## src/rtl/updown_counter_dbcd.sv

```systemverilog
`default_nettype none
// ============================================================================
// Module      : updown_counter_dbcd
// Description : Debounced push-button up/down counter with modulus, wrap or
//               saturate at the limits, synchronous load, and a sequential
//               double-dabble converter driving active-low 7-segment digits.
// Revision    : 1.0 - initial release
// ============================================================================
module updown_counter_dbcd #(
    parameter int WIDTH           = 7,
    parameter int MAX_VAL         = 99,
    parameter int DIGITS          = 2,
    parameter int DEBOUNCE_CYCLES = 500000
) (
    input  logic                  clk,
    input  logic                  rst,
    input  logic                  pb,
    input  logic                  select,
    input  logic                  wrap_en,
    input  logic                  load,
    input  logic [WIDTH-1:0]      load_val,
    output logic [WIDTH-1:0]      count,
    output logic                  at_max,
    output logic                  at_min,
    output logic                  bcd_valid,
    output logic [7*DIGITS-1:0]   seg
);

    localparam int DBW  = $clog2(DEBOUNCE_CYCLES + 1);
    localparam int BCW  = $clog2(WIDTH + 1);
    localparam int BCDW = 4 * DIGITS;
    localparam int DDW  = BCDW + WIDTH;

    localparam logic [WIDTH-1:0]    c_max_val    = WIDTH'(MAX_VAL);
    localparam logic [WIDTH-1:0]    c_one        = WIDTH'(1);
    localparam logic [DBW-1:0]      c_db_last    = DBW'(DEBOUNCE_CYCLES - 1);
    localparam logic [BCW-1:0]      c_last_shift = BCW'(WIDTH - 1);
    localparam logic [6:0]          c_glyph_zero = 7'b1000000;

    typedef enum logic [0:0] {
        ST_IDLE = 1'b0,
        ST_CONV = 1'b1
    } conv_state_t;

    // Active-low glyphs, bit order {g,f,e,d,c,b,a}
    function automatic logic [6:0] f_seg7(input logic [3:0] digit);
        logic [6:0] glyph;
        case (digit)
            4'd0:    glyph = 7'b1000000;
            4'd1:    glyph = 7'b1111001;
            4'd2:    glyph = 7'b0100100;
            4'd3:    glyph = 7'b0110000;
            4'd4:    glyph = 7'b0011001;
            4'd5:    glyph = 7'b0010010;
            4'd6:    glyph = 7'b0000010;
            4'd7:    glyph = 7'b1111000;
            4'd8:    glyph = 7'b0000000;
            4'd9:    glyph = 7'b0010000;
            default: glyph = 7'b1111111;
        endcase
        return glyph;
    endfunction

    logic                r_sync1;
    logic                r_sync2;
    logic                r_db_state;
    logic                r_db_prev;
    logic [DBW-1:0]      r_db_cnt;
    logic                w_press;
    logic [WIDTH-1:0]    r_count;
    logic [WIDTH-1:0]    w_count_next;
    logic                w_count_chg;
    conv_state_t         r_state;
    conv_state_t         w_state_next;
    logic                w_last_shift;
    logic [DDW-1:0]      r_dd;
    logic [DDW-1:0]      w_dd_adj;
    logic [DDW-1:0]      w_dd_shift;
    logic [BCW-1:0]      r_shift_cnt;
    logic                r_bcd_valid;
    logic [7*DIGITS-1:0] r_seg;
    logic [7*DIGITS-1:0] w_seg_new;

    // Two-flop synchroniser for the asynchronous button; idles released (1)
    always_ff @(posedge clk or negedge rst) begin
        if (!rst) begin
            r_sync1 <= 1'b1;
            r_sync2 <= 1'b1;
        end else begin
            r_sync1 <= pb;
            r_sync2 <= r_sync1;
        end
    end

    // Debouncer: accept a new level once it has disagreed for DEBOUNCE_CYCLES cycles
    always_ff @(posedge clk or negedge rst) begin
        if (!rst) begin
            r_db_state <= 1'b1;
            r_db_prev  <= 1'b1;
            r_db_cnt   <= '0;
        end else begin
            r_db_prev <= r_db_state;
            if (r_sync2 == r_db_state) begin
                r_db_cnt <= '0;
            end else if (r_db_cnt == c_db_last) begin
                r_db_state <= r_sync2;
                r_db_cnt   <= '0;
            end else begin
                r_db_cnt <= r_db_cnt + DBW'(1);
            end
        end
    end

    // Press event is the falling edge of the debounced level only
    assign w_press = r_db_prev & ~r_db_state;

    // Next count: load beats press; limits wrap or saturate
    always_comb begin
        w_count_next = r_count;
        if (load) begin
            w_count_next = (load_val > c_max_val) ? c_max_val : load_val;
        end else if (w_press) begin
            if (select) begin
                if (r_count == c_max_val) begin
                    w_count_next = wrap_en ? '0 : r_count;
                end else begin
                    w_count_next = r_count + c_one;
                end
            end else begin
                if (r_count == '0) begin
                    w_count_next = wrap_en ? c_max_val : r_count;
                end else begin
                    w_count_next = r_count - c_one;
                end
            end
        end
    end

    assign w_count_chg = (w_count_next != r_count);

    // Count register
    always_ff @(posedge clk or negedge rst) begin
        if (!rst) begin
            r_count <= '0;
        end else begin
            r_count <= w_count_next;
        end
    end

    // Converter state register
    always_ff @(posedge clk or negedge rst) begin
        if (!rst) begin
            r_state <= ST_IDLE;
        end else begin
            r_state <= w_state_next;
        end
    end

    // Converter next state; a new count value always (re)starts a conversion
    always_comb begin
        w_state_next = r_state;
        w_last_shift = 1'b0;
        case (r_state)
            ST_IDLE: begin
                if (w_count_chg) begin
                    w_state_next = ST_CONV;
                end
            end
            ST_CONV: begin
                if (w_count_chg) begin
                    w_state_next = ST_CONV;
                end else if (r_shift_cnt == c_last_shift) begin
                    w_state_next = ST_IDLE;
                    w_last_shift = 1'b1;
                end
            end
            default: begin
                w_state_next = ST_IDLE;
            end
        endcase
    end

    // Add-3 to every BCD nibble >= 5 ahead of the shift
    always_comb begin
        w_dd_adj = r_dd;
        for (int i = 0; i < DIGITS; i++) begin
            if (r_dd[WIDTH+4*i +: 4] >= 4'd5) begin
                w_dd_adj[WIDTH+4*i +: 4] = r_dd[WIDTH+4*i +: 4] + 4'd3;
            end
        end
    end

    assign w_dd_shift = w_dd_adj << 1;

    generate
        for (genvar gi = 0; gi < DIGITS; gi++) begin : g_digit
            assign w_seg_new[7*gi +: 7] = f_seg7(w_dd_shift[WIDTH+4*gi +: 4]);
        end
    endgenerate

    // Double-dabble datapath; seg keeps the last finished result until the next one lands
    always_ff @(posedge clk or negedge rst) begin
        if (!rst) begin
            r_dd        <= '0;
            r_shift_cnt <= '0;
            r_bcd_valid <= 1'b1;
            r_seg       <= {DIGITS{c_glyph_zero}};
        end else if (w_count_chg) begin
            r_dd        <= {{BCDW{1'b0}}, w_count_next};
            r_shift_cnt <= '0;
            r_bcd_valid <= 1'b0;
        end else if (r_state == ST_CONV) begin
            r_dd        <= w_dd_shift;
            r_shift_cnt <= r_shift_cnt + BCW'(1);
            if (w_last_shift) begin
                r_seg       <= w_seg_new;
                r_bcd_valid <= 1'b1;
            end
        end
    end

    assign count     = r_count;
    assign at_max    = (r_count == c_max_val);
    assign at_min    = (r_count == '0);
    assign bcd_valid = r_bcd_valid;
    assign seg       = r_seg;

endmodule
`default_nettype wire
```

## config.mk

```make
export PLATFORM = sky130hd
export DESIGN_NAME = updown_counter_dbcd
export DESIGN_NICKNAME = d
export VERILOG_FILES = /design/src/rtl/updown_counter_dbcd.sv
export SDC_FILE = /design/constraint.sdc
export NUM_CORES = 1
export LEC_CHECK = 0
export BUFFER_PORTS_ARGS = -buffer_cell sky130_fd_sc_hd__clkbuf_2
export CAP_MARGIN = 20
export CELL_PAD_IN_SITES_DETAIL_PLACEMENT = 0
export CELL_PAD_IN_SITES_GLOBAL_PLACEMENT = 2
export CORE_UTILIZATION = 35
export CTS_CLUSTER_DIAMETER = 100
export CTS_CLUSTER_SIZE = 14
export DETAILED_ROUTE_END_ITERATION = 6
export PLACE_DENSITY = 0.76
export SLEW_MARGIN = 15
export SYNTH_ARGS = -nofsm -noshare
export SYNTH_HDL_FRONTEND = slang
export SYNTH_SLANG_ARGS = --single-unit
```

## constraint.sdc

```tcl
create_clock -name clk -period 8.8 [get_ports clk]
set_input_delay 0.88 -clock clk [delete_from_list [all_inputs] [get_ports clk]]
set_output_delay 0.88 -clock clk [all_outputs]
set_load 0.02 [all_outputs]
```

; After elaboration in Yosys (flattened, before gate mapping)
; Memory sizes are Yosys's and may differ from the RTL's. A register that Yosys moved wholly into a read port is not among the register bits.
; Cells that the tools add are included.
; Widths: inputs -> output; s select.
[classes]
n_addsub = 6
magnitude_cmp = 3
n_eq_ne = 5
mux = 26
bitwise_logic = 5
n_reduce_logical = 8
[ops]
columns = op, count
row1 = $mux 7, 8
row2 = $mux 19, 2
row3 = $mux 15, 2
row4 = $add 19x1->19 const B, 1
row5 = $eq 19x19->1 const B, 1
row6 = $mux 1, 9
row7 = $mux 3, 3
row8 = $ge 4x3->1 const B, 2
row9 = $add 7x1->7 const B, 1
row10 = $eq 7x7->1 const B, 1
row11 = $gt 7x7->1 const B, 1
row12 = $logic_not 7->1, 1
row13 = $ne 7x7->1, 1
row14 = $sub 7x1->7 const B, 1
row15 = $add 4x2->4 const B, 1
row16 = $mux 4, 1
row17 = $not 1->1, 4
row18 = $reduce_and 2->1, 2
row19 = $reduce_bool 2->1, 2
row20 = $add 3x1->3 const B, 1
row21 = $add 3x2->3 const B, 1
row22 = $eq 3x3->1 const B, 1
row23 = $reduce_and 3->1, 1
row24 = $logic_not 1->1, 2
row25 = other kinds (3), 3
[totals]
register_bits = 50
romBits = 224
inputBits = 13
out_inout_bits = 24
elab_cells = 65
n_memories = 2
[memory_table]
columns = memory, depth, word_bits, rd, rd_ports_with_merged_regs, wr, line_no
row1 = (no name shown), 16, 7, 1, 1, 0, 48  ; case (digit)
row2 = (no name shown), 16, 7, 1, 1, 0, 48

; Depth between registers and ports, before layout
[depth]
depth_word = 11
mapped_depth = 11
depth_no_buf = 11

; Worst setup path after synthesis
; OpenSTA, ideal clock, no wires.
[synth_timing]
kind = input to register
start = input select
end = register r_seg[10], in the netlist seg[10]
setup_time_ps = 125
arrival_time_ps = 3196
required_ps = 8675
slack_ps = 5479
cell_stages = 9
n_path_buf = 2
cell_sequence = clkbuf_1 > or4b_1 > o211ai_1 > a31oi_1 > a211oi_1 > nand4_2 > nor4b_4 > buf_6 > mux2_4
[synth_between]
elab_chain_len = 7
word_cells_on_any_way = 8
classes_between = 1 x eq/ne / 5 x mux / 1 x bitwise / 1 x reduce/logical
[synth_rtl]
columns = item, line_no
row1 = from (decl), 18  ; input logic select,
row2 = $mux 7 *, 123  ; if (select) begin
row3 = $mux 7 *, 122  ; end else if (w_press) begin
row4 = $mux 7 *, 120  ; if (load) begin
row5 = $ne 7x7->1 *, 139  ; assign w_count_chg = (w_count_next != r_count);
row6 = $mux 1, 170  ; if (w_count_chg) begin
row7 = $mux 1, 163  ; case (r_state)
row8 = $reduce_and 3->1 (no line) *, n/a
row9 = to (decl), 81  ; logic [7*DIGITS-1:0] r_seg;
; Mark *: on every way between the ends. The rest lies on a longest branch, timed or not.
; A chain may end at the register's enable or synchronous reset.

; Worst setup path in the final report
[layout_timing]
start = register r_count[0], in the netlist count[0]
end = register r_seg[1], in the netlist seg[1]
[layout_between]
elab_chain_len = 9
word_cells_on_any_way = 16
classes_between = 2 x add/sub / 2 x eq/ne / 9 x mux / 1 x bitwise / 2 x reduce/logical
[layout_rtl]
columns = item, line_no
row1 = from (decl), 70  ; logic [WIDTH-1:0] r_count;
row2 = from (signal assigned), 146  ; r_count <= w_count_next;
row3 = "$sub 7x1->7, or another cell as far along", 133  ; w_count_next = r_count - c_one;
row4 = "$mux 7, on equally long branches", "130, 124"
row5 = $mux 7, 123
row6 = $mux 7, 122
row7 = $mux 7, 120
row8 = $ne 7x7->1 *, 139
row9 = $mux 1, 170
row10 = $mux 1, 163
row11 = $reduce_and 3->1 (no line) *, n/a
; Marks and branches as above.

==> reports/summary.txt <==
DR iter-0 viols: 99
Mapped Area: 4060 um2
Yosys top cell by area: dfrtp_1
Hold Fails Final Rpt: 0
Finished Layout Cells: 605
height of the die: 110 um
placed inst area: 4300 um2
worst vdd ir: 0.0820 mV
vias: 3214
Setup crit start kind: flop
P&R area growth vs syn: 13.7%
H-tree level count: 3
worst-path fanout max: 11
CTS Buf Count: 9
Seq cells post-synth: 64
Core Util, Final: 41.6%
Fmax: 276 MHz
RSZ-0062 raised after global routing: false
pwr dens: 167 nW/um2
PostCTS Resize Cnt: 0
max_cap viols: 0
Synth area leaders: dfrtp_1, ha_1, dfstp_2
pins over their slew limit: 0
hold crit path type: reg -> reg
# IOs: 37
gate count of the mapped netlist: 437
ys flop type: dfrtp_1
Fin Clk Skew: 0.00860 ns
IO buf count: 36
ys async rst share: 100%
Syn Area/Cell: 9.28 um2
final worst slack: 5.17 ns
crit path kind: reg -> reg
Die Wd: 110 um
first-pass GRT wire length: 15.2 mm
Inserted Diodes: 0
actual slew at the worst max-slew pin: 0.990 ns
EDFF count, synth: 0
NumNets Final: 492
sequential area share after synthesis: 39.7%
latest clock arrival within the worst-skew pair: 0.33 ns
routability cong.: 0.821
fillers: 1123
worst slack, placed: 4.63 ns
DR vias/cell: 5.31
drt first pass iters: 5
synthesis warning total: 0
final WL: 8.95 mm
setup violators final: 0
Inst Count DP: 588
Lkg Pwr: 0.00207 uW
share of the synthesized area in the top cell type: 35.2%
WP data arrival: 3.84 ns
area of the multi-input gates: 2260 um2
number of global-route vias before repair: 3218
Initial Util: 36.6%
dpl hpwl: 6.17 mm
DRC viols: 0
Num Clock Sinks: 64
layout cell share with drive strength beyond 1: 20.4%
Synth top cells by count: dfrtp_1, nor2_1, nand2_1, a21oi_1, o21ai_0
CTS hold repair buffers: 0
Synth cell types: 54
status: finished clean
final worst-path cycle share: 41.2%
syn_nets: 469
row cnt: 38
worst path required time: 9.01 ns
initial antenna violation count: 0
fin area: 4610 um2
die area: 12000 um2
Routed WL per cell: 14.8 um
Setup Fix Bufs, Post-CTS: 0
clk slew on worst S/H paths: 0.06 ns
TritonCTS clock tree: done
largest net degree at the start of global routing: 65
gr usage total: 16.4%
Reg area: 1610 um2
maximum clock insertion buffer count: 2
most common cell in the netlist: dfrtp_1
Tmin final: 3.63 ns
total gr overflow: 0
final setup TNS: 0 ns
post-route ant nets: 0
core area: 11100 um2
Root Driver: clkbuf_16
Rel. slew slack: 34.0%
CP endpoint kind: flop
-- cell usage in the layout (no fill, tap or decap), drive strengths merged, types with 7 or more instances in the layout --
master / n
nor2: 47
mux2i: 10
clkbuf: 44
o21ai: 25
dfstp: 7
xnor2: 10
nand2: 32
a31oi: 7
a211oi: 10
a21oi: 27
dfrtp: 57
nor3: 7
nand3: 18
ha: 19
and3: 7
mux2: 25
nand2b: 7
xor2: 14
inv: 20
-- registers in the layout, indices dropped and copies added, names as in the netlist, 3 cells and up --
name,flops
r_dd,15
r_db_cnt,19
count,7
r_shift_cnt,3
seg,14
-- final cells by class --
cell class,count,area share [%]
multi-input combinational,328,49.0
inverter,19,1.55
timing repair buffer,38,4.32
tap,140,3.80
sequential,64,34.9
clock buffer,9,4.89
clock inverter,7,1.55
-- per-layer routing --
layer / vias to the layer above / wire length [um] / GRT usage [%] / share of wire, %
met4: 0 / 156 / 6.76 / 1.7
li1: 1595 / - / - / -
met5: - / 0 / 0 / 0
met2: 74 / 4050 / 26.5 / 45
met1: 1534 / 4340 / 21.4 / 48
met3: 11 / 403 / 3.38 / 4.5
-- path summary, 6_finish.rpt --
kind,startpoint,to,slack (ns),depth (start not counted)
hold reg to reg,r_sync1$_DFF_PN1_,r_sync2$_DFF_PN1_,0.36,0
min in group asynchronous,rst,r_dd[8]$_DFFE_PN0P_,0.72,2
setup reg to reg,count[0]$_DFF_PN0_,seg[1]$_DFFE_PN0P_,5.17,10
hold / removal,r_sync1$_DFF_PN1_,r_sync2$_DFF_PN1_,0.36,0
max in group asynchronous,rst,seg[1]$_DFFE_PN0P_,7.52,2
setup / recovery,count[0]$_DFF_PN0_,seg[1]$_DFFE_PN0P_,5.17,10
-- logic make-up after synthesis --
| logic type | count (synthesis) | share of synthesized area, % |
|---|---|---|
| muxes | 35 | 10.2 |
| buffers and inverters | 45 | 4.63 |
| DFF | 64 | 39.7 |
| and+or+nand+nor | 159 | 20.4 |
| adders and majority gates | 19 | 5.86 |
| AOI/OAI and AO/OA | 91 | 14.0 |
| xor gates and xnor gates | 24 | 5.18 |
-- power by group --
group          switching [uW]  internal [uW]
Clock                     133            219
Sequential               19.2            306
Combinational            56.6           38.3
-- worst max-delay path, cell delays in order (launching register included) --
cell and delay, ns:
dfrtp_1 0.51, inv_1 0.13, ha_1 0.29, or4b_1 0.53
o211ai_1 0.19, a31oi_1 0.11, a211oi_1 0.36, nand4_2 0.22
nor4b_4 0.58, buf_6 0.25, mux2_2 0.34
-- through the flow --
step                total power [uW]  hold slack [ns]
global route                     809            0.358
CTS                              783            0.357
global placement                 425            0.347
floorplan                        394            0.345
detailed placement               425            0.348
finish                           772            0.356
No activity file was read; power rests on OpenSTA's default activity.
